===== config.mk =====
export PLATFORM = sky130hd
export DESIGN_NAME = mult_issue_ctrl_flat
export DESIGN_NICKNAME = d
export VERILOG_FILES = /design/src/rtl/mult_ctrl_pkg.sv /design/src/rtl/mult_issue_ctrl_if.sv /design/src/rtl/mult_wait_counter.sv /design/src/rtl/mult_issue_ctrl.sv /design/src/flat_wrapper.sv
export SDC_FILE = /design/constraint.sdc
export NUM_CORES = 1
export LEC_CHECK = 0
export CAP_MARGIN = 20
export CORE_AREA = 2 2 113 115
export DETAILED_ROUTE_END_ITERATION = 8
export DIE_AREA = 0 0 115 117
export PLACE_DENSITY_LB_ADDON = 0.12
export SKIP_CTS_REPAIR_TIMING = 1
export SLEW_MARGIN = 40
export SYNTH_ARGS = -nofsm -noshare
export SYNTH_HDL_FRONTEND = slang
export SYNTH_SLANG_ARGS = --single-unit

===== constraint.sdc =====
create_clock -name clk -period 3.65 [get_ports clk]
set_input_delay 0.365 -clock clk [delete_from_list [all_inputs] [get_ports clk]]
set_output_delay 0.365 -clock clk [all_outputs]
set_load 0.05 [all_outputs]

===== src/rtl/mult_ctrl_pkg.sv =====
// rtl/mult_ctrl_pkg.sv - shared types and constants for the multiply issue controller
package mult_ctrl_pkg;

    typedef enum logic [1:0] {
        ST_IDLE  = 2'd0,
        ST_START = 2'd1,
        ST_WAIT  = 2'd2,
        ST_DONE  = 2'd3
    } state_e;

    localparam int RSTATUS_REG_DEFAULT   = 30;
    localparam int MULT_OVF_CODE_DEFAULT = 4;

    // result_ready may still show the previous operation's 1 for this many WAIT cycles
    localparam int READY_GUARD = 2;

    localparam int WAIT_CNT_W = 8;

endpackage


===== src/rtl/mult_issue_ctrl_if.sv =====
// rtl/mult_issue_ctrl_if.sv - execute-stage, multiplier and writeback signals of the issue controller
interface mult_issue_ctrl_if;

    logic        req_valid;
    logic [4:0]  req_rd;
    logic [31:0] req_a;
    logic [31:0] req_b;
    logic        stall;

    logic        mult_start;
    logic [31:0] mult_a;
    logic [31:0] mult_b;
    logic [31:0] mult_result;
    logic        mult_ready;
    logic        mult_ovf;

    logic        wb_valid;
    logic [4:0]  wb_rd;
    logic [31:0] wb_data;
    logic        timeout_err;

    modport slave (
        input  req_valid, req_rd, req_a, req_b,
        input  mult_result, mult_ready, mult_ovf,
        output stall, mult_start, mult_a, mult_b,
        output wb_valid, wb_rd, wb_data, timeout_err
    );

    modport master (
        output req_valid, req_rd, req_a, req_b,
        output mult_result, mult_ready, mult_ovf,
        input  stall, mult_start, mult_a, mult_b,
        input  wb_valid, wb_rd, wb_data, timeout_err
    );

endinterface


===== src/rtl/mult_wait_counter.sv =====
// rtl/mult_wait_counter.sv - WAIT-cycle counter providing the ready guard and the watchdog expiry
module mult_wait_counter
    import mult_ctrl_pkg::*;
#(
    parameter int TIMEOUT = 24
) (
    input  logic clk,
    input  logic reset,
    input  logic clr,
    input  logic en,
    output logic guard_ok,
    output logic expired
);

    logic [WAIT_CNT_W-1:0] count_q;
    logic [WAIT_CNT_W-1:0] count_d;

    // clear wins over increment; the FSM leaves WAIT on expiry so the count never wraps
    always_comb begin
        count_d = count_q;
        if (clr) begin
            count_d = '0;
        end else if (en) begin
            count_d = count_q + WAIT_CNT_W'(1);
        end
    end

    // counter register
    always_ff @(posedge clk or posedge reset) begin
        if (reset) begin
            count_q <= '0;
        end else begin
            count_q <= count_d;
        end
    end

    assign guard_ok = (count_q >= WAIT_CNT_W'(READY_GUARD));
    assign expired  = (count_q == WAIT_CNT_W'(TIMEOUT));

endmodule


===== src/rtl/mult_issue_ctrl.sv =====
// rtl/mult_issue_ctrl.sv - sequences one multiply through the Booth multiplier and writes it back
module mult_issue_ctrl
    import mult_ctrl_pkg::*;
#(
    parameter int TIMEOUT       = 24,
    parameter int RSTATUS_REG   = RSTATUS_REG_DEFAULT,
    parameter int MULT_OVF_CODE = MULT_OVF_CODE_DEFAULT
) (
    input  logic               clk,
    input  logic               reset,
    mult_issue_ctrl_if.slave   bus
);

    state_e      state_q, state_d;
    logic [31:0] a_q, a_d;
    logic [31:0] b_q, b_d;
    logic [4:0]  rd_q, rd_d;
    logic        mult_start_q, mult_start_d;
    logic        wb_valid_q, wb_valid_d;
    logic [4:0]  wb_rd_q, wb_rd_d;
    logic [31:0] wb_data_q, wb_data_d;
    logic        timeout_err_q, timeout_err_d;

    logic        cnt_clr;
    logic        cnt_en;
    logic        guard_ok;
    logic        expired;

    mult_wait_counter #(
        .TIMEOUT (TIMEOUT)
    ) u_wait_counter (
        .clk      (clk),
        .reset    (reset),
        .clr      (cnt_clr),
        .en       (cnt_en),
        .guard_ok (guard_ok),
        .expired  (expired)
    );

    // next state, operand holding and next-cycle output values; outputs are pulses defaulting to 0
    always_comb begin
        state_d       = state_q;
        a_d           = a_q;
        b_d           = b_q;
        rd_d          = rd_q;
        mult_start_d  = 1'b0;
        wb_valid_d    = 1'b0;
        wb_rd_d       = '0;
        wb_data_d     = '0;
        timeout_err_d = 1'b0;
        cnt_clr       = 1'b0;
        cnt_en        = 1'b0;
        case (state_q)
            ST_IDLE: begin
                if (bus.req_valid) begin
                    a_d          = bus.req_a;
                    b_d          = bus.req_b;
                    rd_d         = bus.req_rd;
                    cnt_clr      = 1'b1;
                    mult_start_d = 1'b1;
                    state_d      = ST_START;
                end
            end
            ST_START: begin
                state_d = ST_WAIT;
            end
            ST_WAIT: begin
                cnt_en = 1'b1;
                // a qualified result beats an expiry on the same cycle
                if (bus.mult_ready && guard_ok) begin
                    state_d = ST_DONE;
                    if (bus.mult_ovf) begin
                        wb_valid_d = 1'b1;
                        wb_rd_d    = 5'(RSTATUS_REG);
                        wb_data_d  = 32'(MULT_OVF_CODE);
                    end else if (rd_q != 5'd0) begin
                        wb_valid_d = 1'b1;
                        wb_rd_d    = rd_q;
                        wb_data_d  = bus.mult_result;
                    end
                end else if (expired) begin
                    state_d       = ST_DONE;
                    timeout_err_d = 1'b1;
                end
            end
            ST_DONE: begin
                state_d = ST_IDLE;
            end
            default: begin
                state_d = ST_IDLE;
            end
        endcase
    end

    // state, holding and output registers
    always_ff @(posedge clk or posedge reset) begin
        if (reset) begin
            state_q       <= ST_IDLE;
            a_q           <= '0;
            b_q           <= '0;
            rd_q          <= '0;
            mult_start_q  <= 1'b0;
            wb_valid_q    <= 1'b0;
            wb_rd_q       <= '0;
            wb_data_q     <= '0;
            timeout_err_q <= 1'b0;
        end else begin
            state_q       <= state_d;
            a_q           <= a_d;
            b_q           <= b_d;
            rd_q          <= rd_d;
            mult_start_q  <= mult_start_d;
            wb_valid_q    <= wb_valid_d;
            wb_rd_q       <= wb_rd_d;
            wb_data_q     <= wb_data_d;
            timeout_err_q <= timeout_err_d;
        end
    end

    // stall is gated by reset so the pipeline is released while the controller is held in reset
    assign bus.stall = ~reset & (((state_q == ST_IDLE) & bus.req_valid) |
                                 (state_q == ST_START) | (state_q == ST_WAIT));

    assign bus.mult_start  = mult_start_q;
    assign bus.mult_a      = a_q;
    assign bus.mult_b      = b_q;
    assign bus.wb_valid    = wb_valid_q;
    assign bus.wb_rd       = wb_rd_q;
    assign bus.wb_data     = wb_data_q;
    assign bus.timeout_err = timeout_err_q;

endmodule


===== src/flat_wrapper.sv =====
// flat-port wrapper written by rule: the top's interface ports become plain ports
module mult_issue_ctrl_flat import mult_ctrl_pkg::*;
#(
    parameter int TIMEOUT       = 24,
    parameter int RSTATUS_REG   = RSTATUS_REG_DEFAULT,
    parameter int MULT_OVF_CODE = MULT_OVF_CODE_DEFAULT
)
  (clk, reset, bus_req_valid, bus_req_rd, bus_req_a, bus_req_b, bus_mult_result, bus_mult_ready, bus_mult_ovf, bus_stall, bus_mult_start, bus_mult_a, bus_mult_b, bus_wb_valid, bus_wb_rd, bus_wb_data, bus_timeout_err);
  mult_issue_ctrl_if bus_i ();
  input  logic clk;
  input  logic reset;
  input wire logic [$bits(bus_i.req_valid)-1:0] bus_req_valid;
  input wire logic [$bits(bus_i.req_rd)-1:0] bus_req_rd;
  input wire logic [$bits(bus_i.req_a)-1:0] bus_req_a;
  input wire logic [$bits(bus_i.req_b)-1:0] bus_req_b;
  input wire logic [$bits(bus_i.mult_result)-1:0] bus_mult_result;
  input wire logic [$bits(bus_i.mult_ready)-1:0] bus_mult_ready;
  input wire logic [$bits(bus_i.mult_ovf)-1:0] bus_mult_ovf;
  output wire logic [$bits(bus_i.stall)-1:0] bus_stall;
  output wire logic [$bits(bus_i.mult_start)-1:0] bus_mult_start;
  output wire logic [$bits(bus_i.mult_a)-1:0] bus_mult_a;
  output wire logic [$bits(bus_i.mult_b)-1:0] bus_mult_b;
  output wire logic [$bits(bus_i.wb_valid)-1:0] bus_wb_valid;
  output wire logic [$bits(bus_i.wb_rd)-1:0] bus_wb_rd;
  output wire logic [$bits(bus_i.wb_data)-1:0] bus_wb_data;
  output wire logic [$bits(bus_i.timeout_err)-1:0] bus_timeout_err;
  assign bus_i.req_valid = bus_req_valid;
  assign bus_i.req_rd = bus_req_rd;
  assign bus_i.req_a = bus_req_a;
  assign bus_i.req_b = bus_req_b;
  assign bus_i.mult_result = bus_mult_result;
  assign bus_i.mult_ready = bus_mult_ready;
  assign bus_i.mult_ovf = bus_mult_ovf;
  assign bus_stall = bus_i.stall;
  assign bus_mult_start = bus_i.mult_start;
  assign bus_mult_a = bus_i.mult_a;
  assign bus_mult_b = bus_i.mult_b;
  assign bus_wb_valid = bus_i.wb_valid;
  assign bus_wb_rd = bus_i.wb_rd;
  assign bus_wb_data = bus_i.wb_data;
  assign bus_timeout_err = bus_i.timeout_err;
  mult_issue_ctrl #(.TIMEOUT(TIMEOUT), .RSTATUS_REG(RSTATUS_REG), .MULT_OVF_CODE(MULT_OVF_CODE)) u_core (.clk(clk), .reset(reset), .bus(bus_i));
endmodule

==> results of run 1 <==
==> stage by stage <==
| step | utilization (%) | hold slack [ns] |
|---|---|---|
| after CTS | 60.2 | 0.466 |
| after detailed placement | 54.6 | 0.461 |
| after floorplan | - | 0.435 |
| final | 60.2 | 0.443 |
| after global routing | 60.2 | 0.472 |
| after global placement | 54.6 | 0.456 |
==> cell families (layout without fill, tap and decap cells) <==
logic type / Yosys count / in the layout / synth area share, %
AOI/OAI and AO/OA: 13 / 13 / 1.83
xor gates and xnor gates: 5 / 5 / 0.984
adders and majority gates: 7 / 7 / 1.97
buffers and inverters: 28 / 257 / 2.36
DFF: 119 / 119 / 66.9
muxes: 2 / 2 / 0.478
and+or+nand+nor: 271 / 271 / 25.5
==> cells in the mapped netlist (all sizes together) <==
cell and number:
nor3 1, a31oi 1, ha 7, nand2 211
a211oi 1, xnor2 1, and2 31, or3 3
nand4 3, o32a 1, mux2 1, a21oi 5
o21ai 4, clkbuf 19, xor2 4, nor2b 1
o211ai 1, inv 8, or4 3, nor2 16
and3 1, nor3b 1, dfrtp 119, mux2i 1
clkinv 1
==> area by class of cell <==
cell class                      count  area share, %
Sequential cell                   119           40.2
Timing Repair Buffer              216           29.0
Multi-Input combinational cell    298           18.6
Clock buffer                       18           5.79
Clock inverter                     14           3.43
Tap cell                          150           2.53
Inverter                            9          0.490
==> path summary, 6_finish.rpt <==
check,startpoint,endpoint,cells after the start
min in group clk,u_core.bus.mult_b[10],u_core.bus.mult_b[10],2
worst max register to register,u_core.u_wait_counter.count_q[0],u_core.bus.wb_data[21],7
worst min-delay path,reset,u_core.bus.mult_b[15],2
worst min register to register,u_core.bus.mult_b[10],u_core.bus.mult_b[10],2
max in group asynchronous,reset,u_core.rd_q[1],3
worst max-delay path,u_core.state_q[0],bus_stall,5
==> power by group <==
part	internal (mW)	leakage, nW	switching, mW	total (mW)
Combinational	1.00	1.70	2.06	3.06
Clock	1.34	0.330	0.577	1.92
Sequential	1.75	1.55	0.237	1.99
==> routing by layer <==
metal  GRT usage (%)  routed length [um]  vias up
met5               0                   0        -
met1            20.7                4600     1716
met3            8.14                1020       19
li1                -                   -     1804
met2            28.7                5730      126
met4            8.27                 232        0
==> flip-flops by register name, indices dropped and copies added, names as in the netlist <==
register                       cells
u_core.bus.wb_valid                1
u_core.state_q                     2
u_core.bus.timeout_err             1
u_core.rd_q                        5
u_core.u_wait_counter.count_q      8
u_core.bus.wb_data                32
u_core.bus.wb_rd                   5
u_core.bus.mult_a                 32
u_core.bus.mult_b                 32
u_core.bus.mult_start              1
==> critical path, cell delays in order, from the launching register on <==
cell	delay, ns
dfrtp_1	0.39
inv_1	0.11
ha_1	0.42
nor2_1	0.10
a21oi_1	0.17
clkdlybuf4s50_1	0.82
==> impl_metrics.json, run 1 <==
{
  "start_util_pct": 36.2,
  "syn_inst": 445,
  "ys_seq_elements": 119,
  "synth_nets": 558,
  "nets": 774,
  "dp.cells": 792,
  "gp_congestion": 0.724,
  "slew_headroom_pct": 52.6,
  "ys_seq_area_share_pct": 66.9,
  "max_freq_mhz": 360,
  "antenna_cells": 0,
  "vdd_drop_max_mv": 0.457,
  "place_hpwl_um": 8290,
  "synth_area_leaders": "dfrtp_1 (67%), nand2_1 (18%), and2_1 (4.4%)",
  "stdcell_area_sq_um": 7410,
  "grt_pass1_wl_um": 18200,
  "holdCritPathClass": "input pin to async pin",
  "numCtsBuffers": 17,
  "start_kind": "flip-flop",
  "worst_pin_slew_ns": 0.711,
  "netlist.area_leader.share_pct": 66.9,
  "finClkSkew_ns": 0.0114,
  "layout_common_cells": "nand2_1 (210), clkdlybuf4s50_1 (210), dfrtp_1 (119)",
  "fin_total_pwr_mw": 6.97,
  "num_rows": 41,
  "cap_violations": 0,
  "dieArea_sq_um": 13500,
  "cts_sinks": 119,
  "r2r_slack_ns": 1.52,
  "htree_levels": 4,
  "dr.pass1.iters": 5,
  "area_growth_pct": 66.4,
  "drc": 0,
  "fp.dieH_um": 117,
  "outcome": "complete, no violations",
  "portBuffers": 210,
  "setup_viol": 0,
  "synth_top_area_cell": "dfrtp_1",
  "fin_crit_ns": 2.78,
  "ys_warn_count": 0,
  "place_area_sq_um": 6730,
  "antenna_found_initial": 0,
  "critPathKind": "flip-flop to output pin",
  "multi_input_area_sq_um": 1380,
  "ios": 211,
  "fill_cells": 1066,
  "finalHoldViolCount": 0,
  "dp_worst_setup_slack_ns": 1.27,
  "vias": 3665,
  "fin_setup_tns_ns": 0,
  "clk_latency_ns": 0.41,
  "postRouteAntennaNets": 0,
  "grt_pass1_vias": 3634,
  "p_leak_nw": 3.58,
  "slew_viol_final": 0,
  "detailedRoute.firstIterationViolations": 235,
  "crit_fanout": 11,
  "wl_um": 11600,
  "overflow": 0,
  "clk_pin_slew_worst_paths_ns": 0.05,
  "ys_types": 26,
  "layout.cells.non_filler": 824,
  "synthesis.area_sq_um": 4450,
  "required_ns": 3.28,
  "postSynthAreaPerCell_sq_um": 10.0,
  "power_density_nw_per_um2": 941,
  "clk_path_buf_depth": 2,
  "worst_slack_ns": 0.874,
  "die_w_um": 115,
  "cts-root-buf": "clkbuf_16",
  "end_kind": "output pin",
  "seqCellArea_sq_um": 2980,
  "grt_setup_unrepaired": "false",
  "grt_max_degree": 70,
  "grt_use_total_pct": 17.9,
  "avgRoutedWirePerCell_um": 14.0,
  "cts_tree": "built",
  "final.period_utilization_pct": 76.1,
  "viasPerCell": 4.45,
  "coreArea_sq_um": 12300,
  "final_layout_size_suffix_gt1_share_pct": 6.38,
  "arrival_ns": 2.41
}
Power figures use the tool's default switching activity.
==> run 2: changes to the inputs <==
Clock period 3.65 ns to 2.3 ns, I/O delays scaled along.
==> run 2 against run 1 <==
  * Routed wire length shrank 0.72%
  * Sequential power grew 59%
  * Global-route usage shrank 0.24 points
  * First-iteration DRC count shrank 29%
  * Register-to-register slack lost 1.3 ns
  * Hold slack lost 0.18 ns
  * Critical path depth shrank 1
  * Power grew 51%
  * Combinational power grew 61%
  * Design area shrank 0.66%
  * Sequential share of layout area grew 0.27 points
==> impl_metrics.json, run 2 (synthesized netlist as in run 1, its figures left out) <==
{
  "numCtsBuffers": 17,
  "die_w_um": 115,
  "power.internal_mw": 6.00,
  "seqCellArea_sq_um": 2980,
  "wirelength_met1_um": 4500,
  "slowest_stage": "or4_4",
  "routed.top_layer": "met4",
  "start_kind": "flip-flop",
  "outcome": "complete, no violations",
  "place_hpwl_um": 8290,
  "dieArea_sq_um": 13500,
  "final_layout_size_suffix_gt1_share_pct": 6.21,
  "crit_family": "simple AND/OR/NAND/NOR gates",
  "antenna_found_initial": 0,
  "clk_pin_slew_worst_paths_ns": 0.05,
  "worst_slack_ns": 0.173,
  "grt_setup_unrepaired": "false",
  "postRouteAntennaNets": 0,
  "p_sw_share_pct": 42.9,
  "p_sw_mw": 4.51,
  "wl_met3_um": 1120,
  "fin_crit_ns": 2.13,
  "fp.dieH_um": 117,
  "end_kind": "flip-flop",
  "grt_pass1_vias": 3696,
  "pwr-share-clk_pct": 23.1,
  "antenna_cells": 0,
  "layout_common_cells": "nand2_1 (210), clkdlybuf4s50_1 (209), dfrtp_1 (119)",
  "fin_setup_tns_ns": 0,
  "ios": 211,
  "grt_pass1_wl_um": 18000,
  "finalHoldViolCount": 0,
  "gp_congestion": 0.818,
  "holdCritPathClass": "input pin to async pin",
  "vias": 3711,
  "clk_latency_ns": 0.41,
  "critPathBufInv": 0,
  "cts_sinks": 119,
  "wl_um": 11500,
  "htree_levels": 4,
  "overflow": 0,
  "p_comb_share_pct": 46.8,
  "worstPathCellList": "or4_4 > or3_1 > a31oi_1 > mux2_1",
  "final.period_utilization_pct": 92.5,
  "cts-root-buf": "clkbuf_16",
  "start_util_pct": 36.2,
  "grt_use_total_pct": 17.6,
  "portBuffers": 210,
  "viasPerCell": 4.49,
  "coreArea_sq_um": 12300,
  "slew_headroom_pct": 61.6,
  "drc": 0,
  "dp_worst_setup_slack_ns": 0.227,
  "required_ns": 2.58,
  "seqPwrFrac_pct": 30.1,
  "avgRoutedWirePerCell_um": 13.9,
  "cts_tree": "built",
  "p_leak_nw": 3.56,
  "power_density_nw_per_um2": 1430,
  "arrival_ns": 2.41,
  "dr.pass1.iters": 4,
  "setup_viol": 0,
  "layout_commonest_cell": "nand2_1",
  "num_rows": 41,
  "clk_path_buf_depth": 2,
  "max_freq_mhz": 470,
  "area_growth_pct": 65.3,
  "cpPeakStageDelay_ns": 0.55,
  "finClkSkew_ns": 0.00546,
  "vdd_drop_max_mv": 0.480,
  "wl_met2_um": 5610,
  "critPathKind": "flip-flop to flip-flop",
  "worst_pin_slew_ns": 0.575,
  "multi_input_area_sq_um": 1380,
  "postLayoutCoreUtil_pct": 59.8,
  "slew_viol_final": 0,
  "fill_cells": 1084,
  "crit_fanout": 3,
  "grt_max_degree": 58,
  "r2r_slack_ns": 0.17,
  "cap_violations": 0,
  "detailedRoute.firstIterationViolations": 166,
  "nets": 777
}
[run 2: cell types whose count changed in the layout (fill, tap and decap cells not counted), sizes merged]
cell,previous run,this run
clkbuf,18,29
bufinv,7,0
buf,6,10
clkinv,5,2
clkdlybuf4s50,210,209
clkinvlp,2,1
inv,9,8
[run 2: final timing paths]
check | from | to | cells after the start
setup / recovery | u_core.u_wait_counter.count_q[6] | u_core.state_q[1] | 4
hold / removal | reset | u_core.u_wait_counter.count_q[0] | 2
setup reg to reg | u_core.u_wait_counter.count_q[6] | u_core.state_q[1] | 4
hold reg to reg | u_core.bus.mult_a[10] | u_core.bus.mult_a[10] | 2
max in group asynchronous | reset | u_core.bus.mult_a[26] | 3
min in group clk | bus_req_b[30] | u_core.bus.mult_b[30] | 3
[run 2: worst register-to-register path, delay by kind of cell, from the launching register on]
family,cells,cell delay (ns)
AOI/OAI and AO/OA,1,0.29
and+or+nand+nor,2,0.94
DFF,1,0.40
muxes,1,0.38
[run 2: layer usage]
layer	vias to the layer above	track usage, %
met2	133	27.8
met5	-	0
li1	1811	-
met1	1748	19.8
met3	19	9.32
met4	0	8.43
[run 2: through the flow]
| step | power (mW) | hold WS [ns] | instance area (sq um) | cells |
|---|---|---|---|---|
| after floorplan | 6.33 | 0.300 | 4460 | 445 |
| after global placement | 8.06 | 0.457 | 6810 | 795 |
| after detailed placement | 8.17 | 0.461 | 6810 | 795 |
| after CTS | 10.6 | 0.266 | 7360 | 826 |
| after global routing | 11.1 | 0.290 | 7360 | 826 |
| final | 10.5 | 0.267 | 7360 | 826 |
[run 2: area by class of cell]
class	instances	share of cell area, %
multi-input combinational	298	18.7
clock buffer	29	7.34
timing repair buffer	219	30.3
inverter	9	0.510
sequential	119	40.5
clock inverter	2	0.136
tap	150	2.55
[run 2: power by group through the flow]
stage          sequential, mW  clock, mW  combinational, mW
2_1_floorplan            5.23          0               1.10
3_3_place_gp             3.16          0               4.90
3_5_place_dp             3.19          0               4.97
4_1_cts                  3.17       2.48               4.99
5_1_grt                  3.25       2.57               5.25
6_report                 3.16       2.42               4.92
